File: src/rtl/sequencer_track.sv
// sequencer_track: multi-step note sequencer track.
//
// Holds one 4-bit note code per step (0 = rest, 1..NUM_NOTES-1 = pitches).
// An edit cursor selects the step shown on cursor_note and modified by
// note_up / note_down. On each beat_strobe the note stored at `beat` is
// played for GATE_CYCLES clock cycles.
//
// Ports:
//   clk          system clock
//   rst          asynchronous, active-high reset
//   sequencer_on 1 = sequencer mode, 0 = piano mode (muted, edits ignored)
//   beat         current step from the measure counter
//   beat_strobe  single-cycle pulse when beat advances
//   sel_next     cursor +1 (wraps)
//   sel_prev     cursor -1 (wraps)
//   note_up      note at cursor +1 (wraps)
//   note_down    note at cursor -1 (wraps)
//   clear        set every step to rest
//   note_out     sounding note, 0 when silent (registered)
//   gate         high while note_out is nonzero (registered)
//   retrig       one-cycle pulse at each note start (registered)
//   cursor       edit cursor position (registered)
//   cursor_note  note stored at cursor (combinational)
//
// Build option: define SEQ_TIE_EN to tie a repeated note into the note
// already sounding (no retrig pulse, gate stays high, counter reloads).
// Without it every nonzero strobe pulses retrig.
//
// There are no handshakes in this block: every control input is a
// single-cycle pulse acted on in the cycle it is high.

module sequencer_track #(
  parameter int NUM_STEPS   = 8,
  parameter int NUM_NOTES   = 14,
  parameter int GATE_CYCLES = 2000,
  localparam int STEP_W     = $clog2(NUM_STEPS)
) (
  input  logic              clk,
  input  logic              rst,
  input  logic              sequencer_on,
  input  logic [STEP_W-1:0] beat,
  input  logic              beat_strobe,
  input  logic              sel_next,
  input  logic              sel_prev,
  input  logic              note_up,
  input  logic              note_down,
  input  logic              clear,
  output logic [3:0]        note_out,
  output logic              gate,
  output logic              retrig,
  output logic [STEP_W-1:0] cursor,
  output logic [3:0]        cursor_note
);

  localparam logic [3:0]        NOTE_MAX    = 4'(NUM_NOTES - 1);
  localparam logic [STEP_W-1:0] CUR_MAX     = STEP_W'(NUM_STEPS - 1);
  localparam logic [STEP_W:0]   STEPS_W     = (STEP_W + 1)'(NUM_STEPS);
  localparam logic [15:0]       GATE_LOAD   = 16'(GATE_CYCLES - 1);

  logic [3:0]  steps [NUM_STEPS];
  logic [15:0] gate_cnt;
  logic [3:0]  beat_note;
  logic        tie;

  assign cursor_note = steps[cursor];

  // Step memory is read before this cycle's edit lands, so playback sees
  // the pre-edit value. A beat past the last step plays as a rest.
  always_comb begin
    beat_note = 4'd0;
    if ({1'b0, beat} < STEPS_W) beat_note = steps[beat];
  end

`ifdef SEQ_TIE_EN
  assign tie = gate && (beat_note == note_out);
`else
  assign tie = 1'b0;
`endif

  // Step memory. Edits target the cursor value held in the register,
  // i.e. the position before any same-cycle cursor move.
  always_ff @(posedge clk or posedge rst) begin
    if (rst) begin
      for (int i = 0; i < NUM_STEPS; i++) steps[i] <= 4'd0;
    end else if (sequencer_on) begin
      if (clear) begin
        for (int i = 0; i < NUM_STEPS; i++) steps[i] <= 4'd0;
      end else if (note_up && !note_down) begin
        steps[cursor] <= (steps[cursor] >= NOTE_MAX) ? 4'd0 : steps[cursor] + 4'd1;
      end else if (note_down && !note_up) begin
        steps[cursor] <= (steps[cursor] == 4'd0) ? NOTE_MAX : steps[cursor] - 4'd1;
      end
    end
  end

  // Edit cursor; opposing pulses in the same cycle cancel.
  always_ff @(posedge clk or posedge rst) begin
    if (rst) begin
      cursor <= '0;
    end else if (sequencer_on) begin
      if (sel_next && !sel_prev) begin
        cursor <= (cursor >= CUR_MAX) ? '0 : cursor + 1'b1;
      end else if (sel_prev && !sel_next) begin
        cursor <= (cursor == '0) ? CUR_MAX : cursor - 1'b1;
      end
    end
  end

  // Playback. A strobe always takes priority over gate expiry so that a
  // gate longer than the beat period retriggers with no silent gap.
  always_ff @(posedge clk or posedge rst) begin
    if (rst) begin
      note_out <= 4'd0;
      gate     <= 1'b0;
      retrig   <= 1'b0;
      gate_cnt <= 16'd0;
    end else begin
      retrig <= 1'b0;
      if (!sequencer_on) begin
        note_out <= 4'd0;
        gate     <= 1'b0;
        gate_cnt <= 16'd0;
      end else if (beat_strobe) begin
        if (beat_note != 4'd0) begin
          note_out <= beat_note;
          gate     <= 1'b1;
          gate_cnt <= GATE_LOAD;
          retrig   <= !tie;
        end else begin
          note_out <= 4'd0;
          gate     <= 1'b0;
          gate_cnt <= 16'd0;
        end
      end else if (gate_cnt != 16'd0) begin
        gate_cnt <= gate_cnt - 16'd1;
      end else begin
        note_out <= 4'd0;
        gate     <= 1'b0;
      end
    end
  end

endmodule
File: config.mk
export PLATFORM = sky130hd
export DESIGN_NAME = sequencer_track
export DESIGN_NICKNAME = d
export VERILOG_FILES = /design/src/rtl/sequencer_track.sv
export SDC_FILE = /design/constraint.sdc
export NUM_CORES = 1
export LEC_CHECK = 0
export CAP_MARGIN = 5
export CORE_MARGIN = 10
export CORE_UTILIZATION = 48
export CTS_CLUSTER_DIAMETER = 60
export DETAILED_ROUTE_END_ITERATION = 10
export GPL_ROUTABILITY_DRIVEN = 0
export MAX_ROUTING_LAYER = met4
export PLACE_DENSITY = 0.68
export SYNTH_ARGS = -nofsm -noshare
export SYNTH_HDL_FRONTEND = slang
export SYNTH_SLANG_ARGS = --single-unit
File: constraint.sdc
create_clock -name clk -period 5.05 [get_ports clk]
set_input_delay 1.2625 -clock clk [delete_from_list [all_inputs] [get_ports clk]]
set_output_delay 1.2625 -clock clk [all_outputs]
set_load 0.05 [all_outputs]
Yosys cells after proc, flatten, opt, wreduce, memory -nomap -nowiden
Cells that the tools add are included.

operators by class
  reduce and logical (&&, ||, !) cells = 17
  bitwise gates (word level) = 2
  order comparisons = 5
  equality and inequality tests = 2
  multiplexer cells = 33
  add/subtract/negate cells = 5

operators by type and width
  kind                     number
  $mux W32                 3
  $bwmux W32               2
  $mux W16                 3
  $mux W4                  11
  $bmux W4 S3              2
  $reduce_bool A16 Y1      1
  $sub A16 B1 Y16 const B  1
  $demux W4 S3             1
  $ge A4 B4 Y1 const B     3
  $mux W3                  4
  $mux W11                 1
  $not A3 Y4               2
  $mux W1                  6
  $logic_and A1 B1 Y1      5
  $add A4 B1 Y4 const B    1
  $logic_not A1 Y1         4
  $logic_not A4 Y1         1
  $lt A4 B1 Y1 const B     1
  $reduce_and A2 Y1        2
  $reduce_bool A4 Y1       1
  $sub A4 B1 Y4 const B    1
  $add A3 B1 Y3 const B    1
  $ge A3 B3 Y1 const B     1
  $logic_not A3 Y1         1
  other kinds (5)          5

storage, ports and cells
  logic and storage cells = 77
  register bits after elaboration = 57
  output and inout bits = 13
  bits of input ports = 12

Longest topological paths before layout
  depth after elaboration = 10
  mapped depth = 13
  gate-level depth less buffers = 11

Worst setup path after synthesis
Ideal clock, no wire load.

  kind = register -> output
  start point = reg cursor[1]
  end point = out cursor_note[1]
  arrival = 2076 ps
  required time = 3788 ps
  stages on the path, launching flop included = 8
  slack = 1712 ps
  path buffers = 2
  cell sequence = dfrtp_1 -> buf_4 -> inv_2 -> and3_1 -> clkbuf_2 -> a211oi_1 -> and2_1 -> inv_1

between the ends
  longest elaborated chain between the ends = 4

RTL lines
  item                                         line  RTL
  start: declaration                           51    output logic [STEP_W-1:0] cursor,
  start signal: assignment                     102   cursor <= (cursor >= CUR_MAX) ? '0 : cursor + 1'b1;
  start signal: assignment                     104   cursor <= (cursor == '0) ? CUR_MAX : cursor - 1'b1;
  $not A3 Y4 (not written as such)             65    assign cursor_note = steps[cursor];
  $bmux W4 S3                                  65
  $mux W4 (not written as such) (2 in series)  65
  end: declaration                             52    output logic [3:0] cursor_note

No other way between the ends. The select of a mux whose other input is x is not followed.

Worst setup path after layout
Ends and elaborated chain as after synthesis.

==> summary.md <==
The hold path depth is 2. Derived from the worst setup path, the maximum achievable clock frequency is 224.0 MHz. For the pin with the worst max-slew slack, the measured transition is 0.9934 ns. Counting every net in the synthesized netlist gives 358. Counting flops and latches in the post-synthesis netlist gives 57. The most used flip-flop cell after synthesis is sky130_fd_sc_hd__dfrtp_1. The floorplan has 30 rows.

Across the run, the number of max-cap violations was 0. After the first detailed-routing iteration, the DRC count stood at 304. Clock latency on the worst-skew pair, taken at its later pin, is 0.35 ns.

For the maximum number of pins on one net before global-route repair, the log shows 37. The maximum root-to-sink buffer count was 2. The logs give 0 for the total number of yosys warnings and 335 for the gate count of the mapped netlist. For this run the aggregate overflow at the end of global routing stands at 0.

Once the floorplan was initialized, standard cells occupied 49.93% of the core. The tools report the total of cells resized after clock tree synthesis as 0. The routed design has 8.654 mm of wire. After clock tree synthesis, the clock-pin slew on the worst setup and hold paths is 0.07 ns.

Die outline area: 10,970 um^2. The floorplan die width is 104.8 um. The clock arrives with 0.01033 ns of skew. For this run, the detailed router's first-pass iteration total came to 5. The total power per unit cell area came out at 664.1 nW/um^2. Measured in cells, the most critical reg-to-reg path has a length of 10.

Commonest non-fill, non-tap cell in the layout: sky130_fd_sc_hd__dfrtp_1. Cells with a size suffix above 1 make up 12.95% of the layout. Final hold analysis gives a worst-case slack of 0.4807 ns. For the leakage power, the log shows 1.719 nW. Setup repair after global routing left no endpoint under its margin. 0 antenna diodes ended up in the layout. Buffers placed on the I/O ports in this run total 24. The run gives 3.20 ns as the signal arrival time at the worst endpoint. The area of the placeable core is 6907 um^2, and the remaining max-slew budget at the tightest pin is 33.16%. The logs give 0 for the setup fix buffers added after clock tree synthesis and 381 for the number of nets in the final layout.

The type of the tightest min-delay check is flop to flop. The clock period could shrink to 4.464 ns. In the final routed layout, each cell accounts on average for 18.85 um.

The H-tree depth was 3. The final period utilization is 88.40%. A synthesized cell averages 10.29 um^2. From bottom edge to top edge, the die measures 104.8 um. STA puts the critical path data required time at 3.79 ns. Critical setup path kind: flop to primary output. STA classifies the critical path startpoint as a flop. The worst-case IR drop observed on VDD is 0.0002899 V. The top-level I/O count was 25. The number of max-slew violations in the final report is 0. The logs give 3448 um^2 for the area of the mapped netlist and 59 for the number of different library cells in the post-synthesis netlist.

The count of flip-flops with a built-in enable after synthesis is 0. The root buffer selected by CTS is sky130_fd_sc_hd__clkbuf_8. Kind of end point of the critical path: a primary output.

The library cells used most frequently in the layout, excluding fill and tap cells, are sky130_fd_sc_hd__dfrtp_1 (57), sky130_fd_sc_hd__nand2_1 (29), sky130_fd_sc_hd__o21ai_0 (28). The global routing stage identified its most utilized layer as met2. The tools report the clock net sink count as 57.

Number of global-route vias before repair: 2,512. In the synthesized netlist the async set-or-reset flop fraction comes to 100.0%. The number of antenna violations at the first check in global routing was 0; the global routing usage summed across all routing layers was 16.35%.

In the post-synthesis netlist, the biggest area contributors are sky130_fd_sc_hd__dfrtp_1 (41%), sky130_fd_sc_hd__mux4_2 (7.8%), sky130_fd_sc_hd__o21ai_0 (4.1%), sky130_fd_sc_hd__ha_1 (4.0%), sky130_fd_sc_hd__nand2_1 (3.2%). The global routing met2 resource utilization is 23.84%, and the final number of setup-violating endpoints is 0. The detailed placement HPWL was 6.321 mm; the via count was 2,835. The top cell type's share of synthesized area works out to 41.36%. In this run, post-CTS hold repair placed 0 buffers.

From synthesis to final layout, the design area changed by 15.71%. The run gives 0 ns as the setup TNS. The run finished with clean final reports. The number of clock buffers added by TritonCTS is 9.

Of all cell types, the one taking the most synthesized area is sky130_fd_sc_hd__dfrtp_1. The tools report the final number of hold-violating endpoints as 0. The via-per-instance ratio came out at 6.176. After detailed routing, the number of remaining DRC violations is 0. The maximum net fanout on the critical path came out at 19. The first global-routing pass estimated 13.97 mm of wire. For met3 alone, demand over resource in global routing was 3.501%.

The logs give 0 for the antenna violation net count after detailed routing and 41.36% for the fraction of the yosys area taken by sequential cells. TritonCTS built the clock tree. The met1 track utilization from global routing came out at 21.60%.
[layout make-up]
type	instances	area, um^2
fill	611	2917
multi-input combinational	250	1893
sequential	57	1426
timing repair buffer	29	277.8
clock buffer	11	151.4
tap	96	120.1
clock inverter	5	77.57
inverter	11	43.79
[cells in the mapped netlist (6+ instances only)]
cell type	instances
sky130_fd_sc_hd__a21oi_1	17
sky130_fd_sc_hd__inv_1	6
sky130_fd_sc_hd__nor3_1	12
sky130_fd_sc_hd__ha_1	11
sky130_fd_sc_hd__and3b_1	7
sky130_fd_sc_hd__dfrtp_1	57
sky130_fd_sc_hd__a32o_1	10
sky130_fd_sc_hd__xor2_1	8
sky130_fd_sc_hd__mux2i_1	9
sky130_fd_sc_hd__clkbuf_1	11
sky130_fd_sc_hd__nor2_1	24
sky130_fd_sc_hd__mux4_2	12
sky130_fd_sc_hd__o21ai_0	28
sky130_fd_sc_hd__nand3_1	6
sky130_fd_sc_hd__nand2_1	29
sky130_fd_sc_hd__a22o_1	12
[per-stage QoR]
stage | power [W] | area [um^2] | worst slack, ns | utilization [%] | instances
2_1_floorplan | 0.001774 | 3448 | 1.712 | - | 335
3_3_place_gp | 0.002114 | 3761 | 1.114 | 54.46 | 443
3_5_place_dp | 0.002133 | 3761 | 1.005 | 54.46 | 443
4_1_cts | 0.002636 | 3990 | 0.6057 | 57.77 | 459
5_1_grt | 0.002811 | 3990 | 0.3804 | 57.77 | 459
6_report | 0.002650 | 3990 | 0.5857 | 57.77 | 459
[critical path, cell delays in order, from the launching register on]
cell,delay [ns]
sky130_fd_sc_hd__dfrtp_1,0.85
sky130_fd_sc_hd__inv_2,0.18
sky130_fd_sc_hd__and3_1,0.30
sky130_fd_sc_hd__a211oi_1,0.44
sky130_fd_sc_hd__and2_1,0.30
sky130_fd_sc_hd__inv_1,0.08
sky130_fd_sc_hd__clkdlybuf4s50_1,0.70
[power by group]
part	internal, W	switching (W)
Combinational	0.000548	0.000792
Clock	0.000303	0.000189
Sequential	0.000603	0.000215
Total	0.00145	0.00120
[metal layers]
layer | share of wire (%) | routed length (um)
met5 | 0 | 0
met4 | 2.9 | 253
met3 | 6.6 | 569
met2 | 45 | 3868
met1 | 46 | 3962
[cells by family (layout without fill, tap and decap cells)]
family	count (synthesis)	after routing	share of synthesized area (%)
mux	24	24	11.86
flops	57	57	41.36
xor+xnor	12	12	3.048
buf+inv	28	56	3.737
compound gates	91	91	18.98
simple gates	112	112	17.02
fa+ha+maj	11	11	3.991
[state kept, by name, summed over array words and instances, names as in the netlist]
name	count
gate	1
steps	32
note_out	4
gate_cnt	16
cursor	3
retrig	1
[worst paths after layout]
check,from,to,slack (ns)
max in group asynchronous,rst,gate_cnt[4],2.90
min reg2reg,note_out[3],note_out[3],0.48
max reg2reg,cursor[1],steps[14],1.52
min in group asynchronous,rst,steps[14],1.37
max,cursor[1],cursor_note[1],0.59
min,note_out[3],note_out[3],0.48
No activity file was read; power rests on OpenSTA's default activity.
